### config.mk
export PLATFORM = sky130hd
export DESIGN_NAME = audio_tone_prescaler_flat
export DESIGN_NICKNAME = d
export VERILOG_FILES = /design/src/rtl/audio_tone_prescaler_if.sv /design/src/rtl/audio_tone_prescaler.sv /design/src/flat_wrapper.sv
export SDC_FILE = /design/constraint.sdc
export NUM_CORES = 1
export LEC_CHECK = 0
export ABC_AREA = 0
export CAP_MARGIN = 20
export CORE_ASPECT_RATIO = 0.8
export CORE_MARGIN = 3
export CORE_UTILIZATION = 57
export DETAILED_ROUTE_END_ITERATION = 8
export PLACE_DENSITY_LB_ADDON = 0.08
export SETUP_SLACK_MARGIN = 0.5
export SYNTH_ARGS = -nofsm -noshare
export SYNTH_HDL_FRONTEND = slang
export SYNTH_SLANG_ARGS = --single-unit
### constraint.sdc
create_clock -name clk -period 4.1 [get_ports clk]
set_input_delay 0.41 -clock clk [delete_from_list [all_inputs] [get_ports clk]]
set_output_delay 0.41 -clock clk [all_outputs]
set_load 0.1 [all_outputs]
### src/rtl/audio_tone_prescaler_if.sv
// Tone-request / audio-output bundle between the tone decoder, the prescaler and the DAC stage.
// The master side is the tone decoder. The slave side is audio_tone_prescaler.
interface audio_tone_prescaler_if #(
  parameter int unsigned PHASE_W = 8,
  parameter int unsigned PRESC_W = 10
);
  logic               enable;
  logic [PRESC_W-1:0] preScaleValue;
  logic               sample_tick;
  logic               period_done;
  logic [PHASE_W-1:0] phase;
  logic               square_out;
  logic [7:0]         sample_out;
  logic               busy;

  modport master (
    output enable,
    output preScaleValue,
    input  sample_tick,
    input  period_done,
    input  phase,
    input  square_out,
    input  sample_out,
    input  busy
  );

  modport slave (
    input  enable,
    input  preScaleValue,
    output sample_tick,
    output period_done,
    output phase,
    output square_out,
    output sample_out,
    output busy
  );
endinterface

### src/rtl/audio_tone_prescaler.sv
// Sample-tick divider and 8-bit phase accumulator; retunes and stops only on a phase wrap.
// Optional macro TONE_SINE_EN: quarter-wave sine sample_out instead of the square-wave sample_out.
module audio_tone_prescaler #(
  parameter int unsigned PHASE_W = 8,
  parameter int unsigned PRESC_W = 10
) (
  input logic                   clk,
  input logic                   resetN,
  audio_tone_prescaler_if.slave tone_io
);

  typedef enum logic [1:0] {StIdle, StRun, StDrain} state_e;

  state_e             state_q, state_d;
  logic [PRESC_W-1:0] div_cnt_q, div_cnt_d;
  logic [PRESC_W-1:0] presc_lat_q, presc_lat_d;
  logic [PHASE_W-1:0] phase_q, phase_d;
  logic               tick_q, tick_d;
  logic               done_q, done_d;
  logic               tick_hit, wrap, busy;

  assign busy     = (state_q != StIdle);
  assign tick_hit = (div_cnt_q == presc_lat_q - PRESC_W'(1));
  assign wrap     = tick_hit && (phase_q == '1);

  always_comb begin
    state_d     = state_q;
    div_cnt_d   = div_cnt_q;
    presc_lat_d = presc_lat_q;
    phase_d     = phase_q;
    tick_d      = 1'b0;
    done_d      = 1'b0;
    case (state_q)
      StIdle: begin
        if (tone_io.enable && (tone_io.preScaleValue != '0)) begin
          state_d     = StRun;
          presc_lat_d = tone_io.preScaleValue;
          div_cnt_d   = '0;
          phase_d     = '0;
        end
      end
      StRun, StDrain: begin
        if ((state_q == StRun) && !tone_io.enable) begin
          state_d = StDrain;
        end else if ((state_q == StDrain) && tone_io.enable) begin
          state_d = StRun;
        end
        if (tick_hit) begin
          div_cnt_d = '0;
          phase_d   = phase_q + PHASE_W'(1);
          tick_d    = 1'b1;
        end else begin
          div_cnt_d = div_cnt_q + PRESC_W'(1);
        end
        // A wrap is the only point where the period may change or the tone may stop.
        // A re-raised enable during DRAIN wins over the stop on that wrap.
        if (wrap) begin
          done_d      = 1'b1;
          presc_lat_d = tone_io.preScaleValue;
          if ((tone_io.preScaleValue == '0) || ((state_q == StDrain) && !tone_io.enable)) begin
            state_d     = StIdle;
            div_cnt_d   = '0;
            presc_lat_d = '0;
            phase_d     = '0;
          end
        end
      end
      default: state_d = StIdle;
    endcase
  end

  always_ff @(posedge clk) begin
    if (!resetN) begin
      state_q     <= StIdle;
      div_cnt_q   <= '0;
      presc_lat_q <= '0;
      phase_q     <= '0;
      tick_q      <= 1'b0;
      done_q      <= 1'b0;
    end else begin
      state_q     <= state_d;
      div_cnt_q   <= div_cnt_d;
      presc_lat_q <= presc_lat_d;
      phase_q     <= phase_d;
      tick_q      <= tick_d;
      done_q      <= done_d;
    end
  end

  assign tone_io.sample_tick = tick_q;
  assign tone_io.period_done = done_q;
  assign tone_io.phase       = phase_q;
  assign tone_io.busy        = busy;
  assign tone_io.square_out  = phase_q[PHASE_W-1] & busy;

`ifdef TONE_SINE_EN
  // round(127*sin(pi*i/128)); the other three quadrants come from mirroring and negation.
  localparam logic [6:0] SineRom [64] = '{
    7'd0,   7'd3,   7'd6,   7'd9,   7'd12,  7'd16,  7'd19,  7'd22,
    7'd25,  7'd28,  7'd31,  7'd34,  7'd37,  7'd40,  7'd43,  7'd46,
    7'd49,  7'd51,  7'd54,  7'd57,  7'd60,  7'd63,  7'd65,  7'd68,
    7'd71,  7'd73,  7'd76,  7'd78,  7'd81,  7'd83,  7'd85,  7'd88,
    7'd90,  7'd92,  7'd94,  7'd96,  7'd98,  7'd100, 7'd102, 7'd104,
    7'd106, 7'd107, 7'd109, 7'd111, 7'd112, 7'd113, 7'd115, 7'd116,
    7'd117, 7'd118, 7'd120, 7'd121, 7'd122, 7'd122, 7'd123, 7'd124,
    7'd125, 7'd125, 7'd126, 7'd126, 7'd126, 7'd127, 7'd127, 7'd127
  };

  logic [7:0] sample_q, sample_d;
  logic [5:0] rom_idx;
  logic [6:0] rom_mag;

  always_comb begin
    rom_idx = phase_q[6] ? ~phase_q[5:0] : phase_q[5:0];
    rom_mag = SineRom[rom_idx];
    if (!busy) begin
      sample_d = 8'h80;
    end else if (phase_q[7]) begin
      sample_d = 8'h80 - {1'b0, rom_mag};
    end else begin
      sample_d = 8'h80 + {1'b0, rom_mag};
    end
  end

  always_ff @(posedge clk) begin
    if (!resetN) begin
      sample_q <= 8'h80;
    end else begin
      sample_q <= sample_d;
    end
  end

  assign tone_io.sample_out = sample_q;
`else
  assign tone_io.sample_out = {8{tone_io.square_out}};
`endif

endmodule

### src/flat_wrapper.sv
// flat-port wrapper written by rule: the top's interface ports become plain ports
module audio_tone_prescaler_flat 
#(
  parameter int unsigned PHASE_W = 8,
  parameter int unsigned PRESC_W = 10
)
  (clk, resetN, tone_io_enable, tone_io_preScaleValue, tone_io_sample_tick, tone_io_period_done, tone_io_phase, tone_io_square_out, tone_io_sample_out, tone_io_busy);
  audio_tone_prescaler_if #(.PHASE_W(PHASE_W), .PRESC_W(PRESC_W)) tone_io_i ();
  input logic clk;
  input logic resetN;
  input wire logic [$bits(tone_io_i.enable)-1:0] tone_io_enable;
  input wire logic [$bits(tone_io_i.preScaleValue)-1:0] tone_io_preScaleValue;
  output wire logic [$bits(tone_io_i.sample_tick)-1:0] tone_io_sample_tick;
  output wire logic [$bits(tone_io_i.period_done)-1:0] tone_io_period_done;
  output wire logic [$bits(tone_io_i.phase)-1:0] tone_io_phase;
  output wire logic [$bits(tone_io_i.square_out)-1:0] tone_io_square_out;
  output wire logic [$bits(tone_io_i.sample_out)-1:0] tone_io_sample_out;
  output wire logic [$bits(tone_io_i.busy)-1:0] tone_io_busy;
  assign tone_io_i.enable = tone_io_enable;
  assign tone_io_i.preScaleValue = tone_io_preScaleValue;
  assign tone_io_sample_tick = tone_io_i.sample_tick;
  assign tone_io_period_done = tone_io_i.period_done;
  assign tone_io_phase = tone_io_i.phase;
  assign tone_io_square_out = tone_io_i.square_out;
  assign tone_io_sample_out = tone_io_i.sample_out;
  assign tone_io_busy = tone_io_i.busy;
  audio_tone_prescaler #(.PHASE_W(PHASE_W), .PRESC_W(PRESC_W)) u_core (.clk(clk), .resetN(resetN), .tone_io(tone_io_i));
endmodule
==> results of run 1 <==
## cell families after synthesis
kind of cell / synth area share, %
compound gates: 20.9
mux: 0.494
buf+inv: 7.97
simple gates: 25.6
flops: 31.6
fa+ha+maj: 4.32
xor+xnor: 9.08
## layout make-up
type | count | area (um2)
inverter | 9 | 33.8
fill | 252 | 867
sequential | 32 | 641
multi-input combinational | 179 | 1230
clock buffer | 8 | 90.1
tap | 40 | 50.0
timing repair buffer | 34 | 335
## per-layer routing
layer | GRT usage (%) | up-vias | wire, um
li1 | - | 907 | -
met1 | 36.1 | 823 | 2350
met3 | 8.14 | 2 | 473
met4 | 7.11 | 0 | 8
met2 | 28.5 | 92 | 1920
met5 | 0 | - | 0
## placed cells by master, fill, tap and decap left out, types with 2 or more instances in the layout
| cell | instances |
|---|---|
| clkdlybuf4s50_1 | 32 |
| dfxtp_1 | 32 |
| nor2_1 | 24 |
| nand2_1 | 18 |
| xor2_1 | 12 |
| nand4_1 | 11 |
| a32o_1 | 10 |
| inv_1 | 9 |
| xnor2_1 | 9 |
| a31oi_1 | 9 |
| and2_1 | 7 |
| ha_1 | 7 |
| nand3_1 | 6 |
| a21oi_1 | 6 |
| clkbuf_8 | 6 |
| o21ai_0 | 5 |
| a21boi_1 | 5 |
| nor2b_1 | 4 |
| and3_1 | 4 |
| a41oi_1 | 3 |
| nor4_1 | 3 |
| nand3b_1 | 3 |
| nand2b_1 | 3 |
| nor3_1 | 2 |
| o22ai_1 | 2 |
| nor3b_1 | 2 |
| o211ai_1 | 2 |
| clkbuf_1 | 2 |
| buf_4 | 2 |
## registers in the layout, summed over array words and instances (netlist names)
| signal | cells |
|---|---|
| u_core.tone_io.phase | 8 |
| u_core.div_cnt_q | 10 |
| u_core.tone_io.period_done | 1 |
| u_core.tone_io.sample_tick | 1 |
| u_core.state_q | 2 |
| u_core.presc_lat_q | 10 |
## how the worst min path moves through the flow
stage,cells after the start,start,endpoint,slack (ns)
3_3_place_gp,1,u_core.tone_io.phase[5],u_core.tone_io.phase[5],0.48
2_1_floorplan,2,u_core.div_cnt_q[1],u_core.div_cnt_q[1],0.47
5_1_grt,1,u_core.tone_io.phase[5],u_core.tone_io.phase[5],0.52
3_5_place_dp,1,u_core.tone_io.phase[5],u_core.tone_io.phase[5],0.48
6_report,1,u_core.tone_io.phase[5],u_core.tone_io.phase[5],0.49
4_1_cts,1,u_core.tone_io.phase[5],u_core.tone_io.phase[5],0.50
## power by group through the flow
stage | Clock [mW] | Combinational [mW] | Sequential [mW]
floorplan | 0 | 0.155 | 0.344
global placement | 0 | 0.186 | 0.355
detailed placement | 0 | 0.188 | 0.355
CTS | 0.252 | 0.190 | 0.349
global route | 0.269 | 0.209 | 0.351
finish | 0.247 | 0.192 | 0.350
## per-stage QoR
stage | power (mW) | setup slack [ns] | area (um2) | hold slack [ns]
3_5_place_dp | 0.544 | 1.11 | 2290 | 0.484
2_1_floorplan | 0.499 | 1.13 | 2030 | 0.471
6_report | 0.789 | 1.09 | 2380 | 0.493
5_1_grt | 0.829 | 0.866 | 2380 | 0.519
3_3_place_gp | 0.541 | 1.20 | 2290 | 0.480
4_1_cts | 0.790 | 1.10 | 2380 | 0.498
## worst max-delay path, delay by kind of cell (launching register included)
family / cells / cell delay (ns)
adder cells (fa/ha/maj): 1 / 0.32
AND/OR/NAND/NOR: 4 / 0.87
buffers and inverters: 2 / 0.28
flip-flops: 1 / 0.46
AO/OA/AOI/OAI: 3 / 0.97
==> flow_summary_export.csv, run 1 <==
group,metric,value,unit
cts,cts_hold_buf,0,
synth,synth-seq-cells,32,
synth,synthCells,241,
power_and_ir_drop,switching_share,31.4,%
power_and_ir_drop,power_frac_comb,24.3,%
setup_path,crit_chain,"inv_1 -> ha_1 -> nor2b_1 -> or3_1 -> a31o_1 -> nor4_2 -> buf_4 -> nand3_1 -> a211o_1 -> a32o_1",
synth,ys_seq_area_share,31.6,%
route,first_pass_iters,6,
synth,synth_async_sr_flop_share,0,%
cts,cts_resized,0,
sta,setup_viol,0,
synth,synth_edf_count,0,
cts,cts_root_buf,"clkbuf_8",
synth,ys_top_cells_by_count,"dfxtp_1 (32), nor2_1 (24), nand2_1 (18)",
sta,period_minus_slack,3.01,ns
floorplan,fp.dieArea,4310,um2
final_layout,synthToLayoutAreaGrowth,17.3,%
cts,path_clk_slew,0.06,ns
final_layout,utilization,73.3,%
synth,netlist_area,2030,um2
grt,grt_usage,23.1,%
setup_path,reg2regPathDepth,10,
setup_path,reg2reg_from,"u_core.presc_lat_q[0]",
final_layout,drive_gt1_share,6.11,%
floorplan,chipWidth,72.7,um
synth,synth_most_common_cell,"dfxtp_1",
power_and_ir_drop,p_sw,247,uW
final_layout,fin_cells,302,
placement,port-buffer-count,32,
cts,cts_tree,"built",
setup_path,r2r_end,"u_core.presc_lat_q[2]",
placement,gp_congestion,0.817,
power_and_ir_drop,p_int,541,uW
synth,synth.distinct_cells,51,
final_layout,nNetsFinal,281,
setup_path,cp.arrival,3.18,ns
setup_path,r2r_slack,1.09,ns
placement,dp.cells,294,
placement,dp_hpwl,3560,um
setup_path,startpoint,"u_core.presc_lat_q[0]",
route,antenna_left,0,
grt,grt_start_max_net_pins,23,
hold_path,hold_path_class,"flip-flop to flip-flop",
cts,cts_made_buffers,5,
power_and_ir_drop,p_leak,0.840,nW
route,finalWirelength,4750,um
sta,finalMaxSlewViolations,0,
power_and_ir_drop,irDropWorstVdd,0.000326,V
floorplan,num_rows,18,
sta,fmax,332,MHz
setup_path,crit_fanout,11,
power_and_ir_drop,p_per_area,332,nW/um2
setup_path,slowest_delay,0.46,ns
route,first_iter_violations,259,
cts,htreeDepth,2,
floorplan,core,3240,um2
final_layout,diodes,0,
route,wl_per_cell,15.7,um
setup_path,crit_type,"flip-flop to flip-flop",
setup_path,crit_required,4.27,ns
grt,antenna_found_initial,0,
synth,synth_area_per_cell,8.41,um2
job,max-cap-violations,0,
sta,timing.setup.tns,0,ns
synth,post-synth-top-area-cell,"dfxtp_1",
synth,ys_top_cells_by_area,"dfxtp_1 (32%), xor2_1 (5.2%), a32o_1 (4.9%), nor2_1 (4.4%), ha_1 (4.3%)",
outcome,outcome,"complete, no violations",
setup_path,crit_end,"u_core.presc_lat_q[2]",
cts,clock_path_buffers,2,
synth,yosys_warnings,0,
grt,first_global_vias,1518,
sta,finalHoldViolations,0,
cts,clkSinkCount,32,
route,via_count,1824,
power_and_ir_drop,seqPwrFrac,44.3,%
sta,max-slew-margin-rel,33.4,%
setup_path,cp_slowest_cell,"dfxtp_1",
cts,postCtsSetupBuffers,0,
synth,yosysTopAreaCellShare,31.6,%
setup_path,start_kind,"flip-flop",
power_and_ir_drop,clkPwrFrac,31.4,%
setup_path,worst_setup_path_end_kind,"flip-flop",
floorplan,io_pins,33,
sta,grt_setup_unrepaired,"no",
sta,worstMarginPinSlew,0.996,ns
cts,clk_latency,0.28,ns
floorplan,dieHeight,59.3,um
synth,syn_nets,261,
route,drt-vias-per-instance,6.04,
sta,finClkSkew,0.00468,ns
grt,grt_pass1_wl,7490,um
synth,ys.flop_type,"dfxtp_1",
sta,post-route-period-util,73.4,%
grt,gr-total-overflow,0,
floorplan,initial_core_util,62.5,%
route,drc,0,
(Power assumes the default switching activity.)
==> run 2: changes to the inputs <==
CORE_UTILIZATION = 48   (was 57)
clock period = 2.5 ns   (was 4.1 ns; I/O delays follow)
==> run 2 against run 1 <==
Against the previous run: the run now ends with setup timing left; sequential power is 62% higher; clock skew is 0.0061 ns higher; cell area grew 19%; wire length increased by 24%; non-clock buffer count is 31 higher; clock power rose by 55%; count of clock-buffer cells in the layout is 1 lower; critical path depth decreased by 1; global-route usage up 0.66 points.
==> flow_summary_export.csv, run 2 (same netlist as run 1, synthesis figures left out) <==
group,metric,value,unit
grt,antenna_found_initial,0,
cts,cts_root_buf,"clkbuf_8",
power_and_ir_drop,finalPower,1.47,mW
final_layout,fin_cells,351,
floorplan,fp.dieArea,5040,um2
setup_path,worst_setup_path_end_kind,"flip-flop",
route,wl_per_cell,16.7,um
placement,dp.cells,321,
floorplan,core,3930,um2
sta,finalHoldViolations,0,
final_layout,drive_gt1_share,34.8,%
power_and_ir_drop,irDropWorstVdd,0.000427,V
cts,cts_tree,"built",
final_layout,final_common_cell,"buf_4",
setup_path,reg2reg_from,"u_core.presc_lat_q[1]",
cts,clock_path_buffers,2,
outcome,violations,"setup timing",
sta,grt_setup_unrepaired,"yes",
placement,port-buffer-count,32,
setup_path,crit_fanout,6,
sta,setup_ws,-0.0219,ns
sta,hold_ws,0.461,ns
cts,clkSinkCount,32,
grt,grt_start_max_net_pins,22,
cts,cts_hold_buf,0,
floorplan,chipWidth,78.6,um
setup_path,start_kind,"flip-flop",
setup_path,startpoint,"u_core.presc_lat_q[1]",
cts,clk_latency,0.29,ns
route,via_count,2062,
cts,htreeDepth,2,
placement,dp_hpwl,3760,um
route,first_pass_iters,5,
placement,gp_congestion,0.856,
setup_path,crit_required,2.67,ns
sta,post-route-period-util,101,%
final_layout,synthToLayoutAreaGrowth,40.0,%
hold_path,hold_path_class,"flip-flop to flip-flop",
setup_path,cp.arrival,2.69,ns
grt,grt_pass1_wl,9340,um
grt,gr-total-overflow,0,
floorplan,num_rows,20,
power_and_ir_drop,p_per_area,519,nW/um2
route,first_iter_violations,274,
grt,grt_usage,23.8,%
floorplan,initial_core_util,51.6,%
sta,period_minus_slack,2.52,ns
floorplan,io_pins,33,
route,antenna_left,0,
job,max-cap-violations,0,
route,drc,0,
sta,finClkSkew,0.0108,ns
outcome,outcome,"finished with violations",
sta,max-slew-margin-rel,64.7,%
hold_path,min-delay-start,"u_core.tone_io.phase[5]",
sta,setup_viol,6,
cts,path_clk_slew,0.07,ns
power_and_ir_drop,p_leak,1.07,nW
final_layout,nNetsFinal,315,
setup_path,crit_type,"flip-flop to flip-flop",
grt,first_global_vias,1857,
cts,cts_made_buffers,5,
floorplan,dieHeight,64.1,um
final_layout,final_cell_mix,"buf_4 (42), dfxtp_1 (22), nor2_1 (19)",
route,drt-vias-per-instance,5.87,
sta,fmax,397,MHz
sta,timing.setup.tns,-0.0436,ns
sta,worstMarginPinSlew,0.525,ns
sta,finalMaxSlewViolations,0,
route,finalWirelength,5870,um
final_layout,diodes,0,
run 2: cell types whose count changed in the layout (fill, tap and decap cells not counted), moves of 3 or more:
cell | previous run | this run
buf_4 | 2 | 42
clkdlybuf4s50_1 | 32 | 12
buf_6 | 0 | 10
dfxtp_1 | 32 | 22
dfxtp_4 | 0 | 6
nor2_1 | 24 | 19
nor2_2 | 0 | 5
dfxtp_2 | 0 | 4
o21ai_0 | 5 | 1
inv_1 | 9 | 6
nand3_1 | 6 | 3
run 2: repair_timing:
item / 4_1_cts / 5_1_grt
gates cloned: 3 / 0
endpoints found under the setup margin: 30 / 32
gates resized for setup: 24 / 21
pin swaps: 32 / 18
setup buffers: 12 / 7
run 2: area by class of cell:
class                           instances  area (um2)
Clock buffer                            7        76.3
Clock inverter                          1        5.00
Fill cell                             306        1090
Inverter                                9        42.5
Multi-Input combinational cell        182        1410
Sequential cell                        32         668
Tap cell                               55        68.8
Timing Repair Buffer                   65         568
run 2: final timing paths:
path,to,slack [ns],cells after the start
max,u_core.presc_lat_q[6],-0.02,9
min,u_core.tone_io.phase[5],0.46,1
max reg2reg,u_core.presc_lat_q[6],-0.02,9
min reg2reg,u_core.tone_io.phase[5],0.46,1
run 2: layer usage:
metal / track usage (%) / part of all wire (%) / up-vias
li1: - / - / 982
met1: 36.1 / 49 / 980
met2: 31.9 / 42 / 93
met3: 5.21 / 7.8 / 7
met4: 9.17 / 1.3 / 0
met5: 0 / 0 / -
run 2: power by group:
part / total, mW / switching, mW / internal, mW
clock: 0.382 / 0.187 / 0.195
sequential: 0.568 / 0.0362 / 0.532
combinational: 0.523 / 0.272 / 0.250
run 2: stage by stage:
stage	setup WS (ns)	cell area (um2)	util [%]
after CTS	0.194	2700	68.8
final	-0.0219	2840	72.2
after global routing	-0.0532	2840	72.2
after floorplan	0.173	2120	-
after global placement	0.114	2410	61.4
after detailed placement	0.0487	2410	61.4
run 2: worst max-delay path, cell delays in order, from the launching register on:
cell	delay, ns
dfxtp_4	0.38
inv_4	0.04
ha_4	0.17
nor2b_4	0.12
or3_1	0.30
a31o_1	0.23
nor4_4	0.36
nand3_2	0.18
a211o_4	0.40
a32o_1	0.24
==> run 3: changes to the inputs <==
ABC_CLOCK_PERIOD_IN_PS = 2500   (was unset)
==> results of run 3 <==
The final DEF is identical to that of run 2; final timing and power are the same.
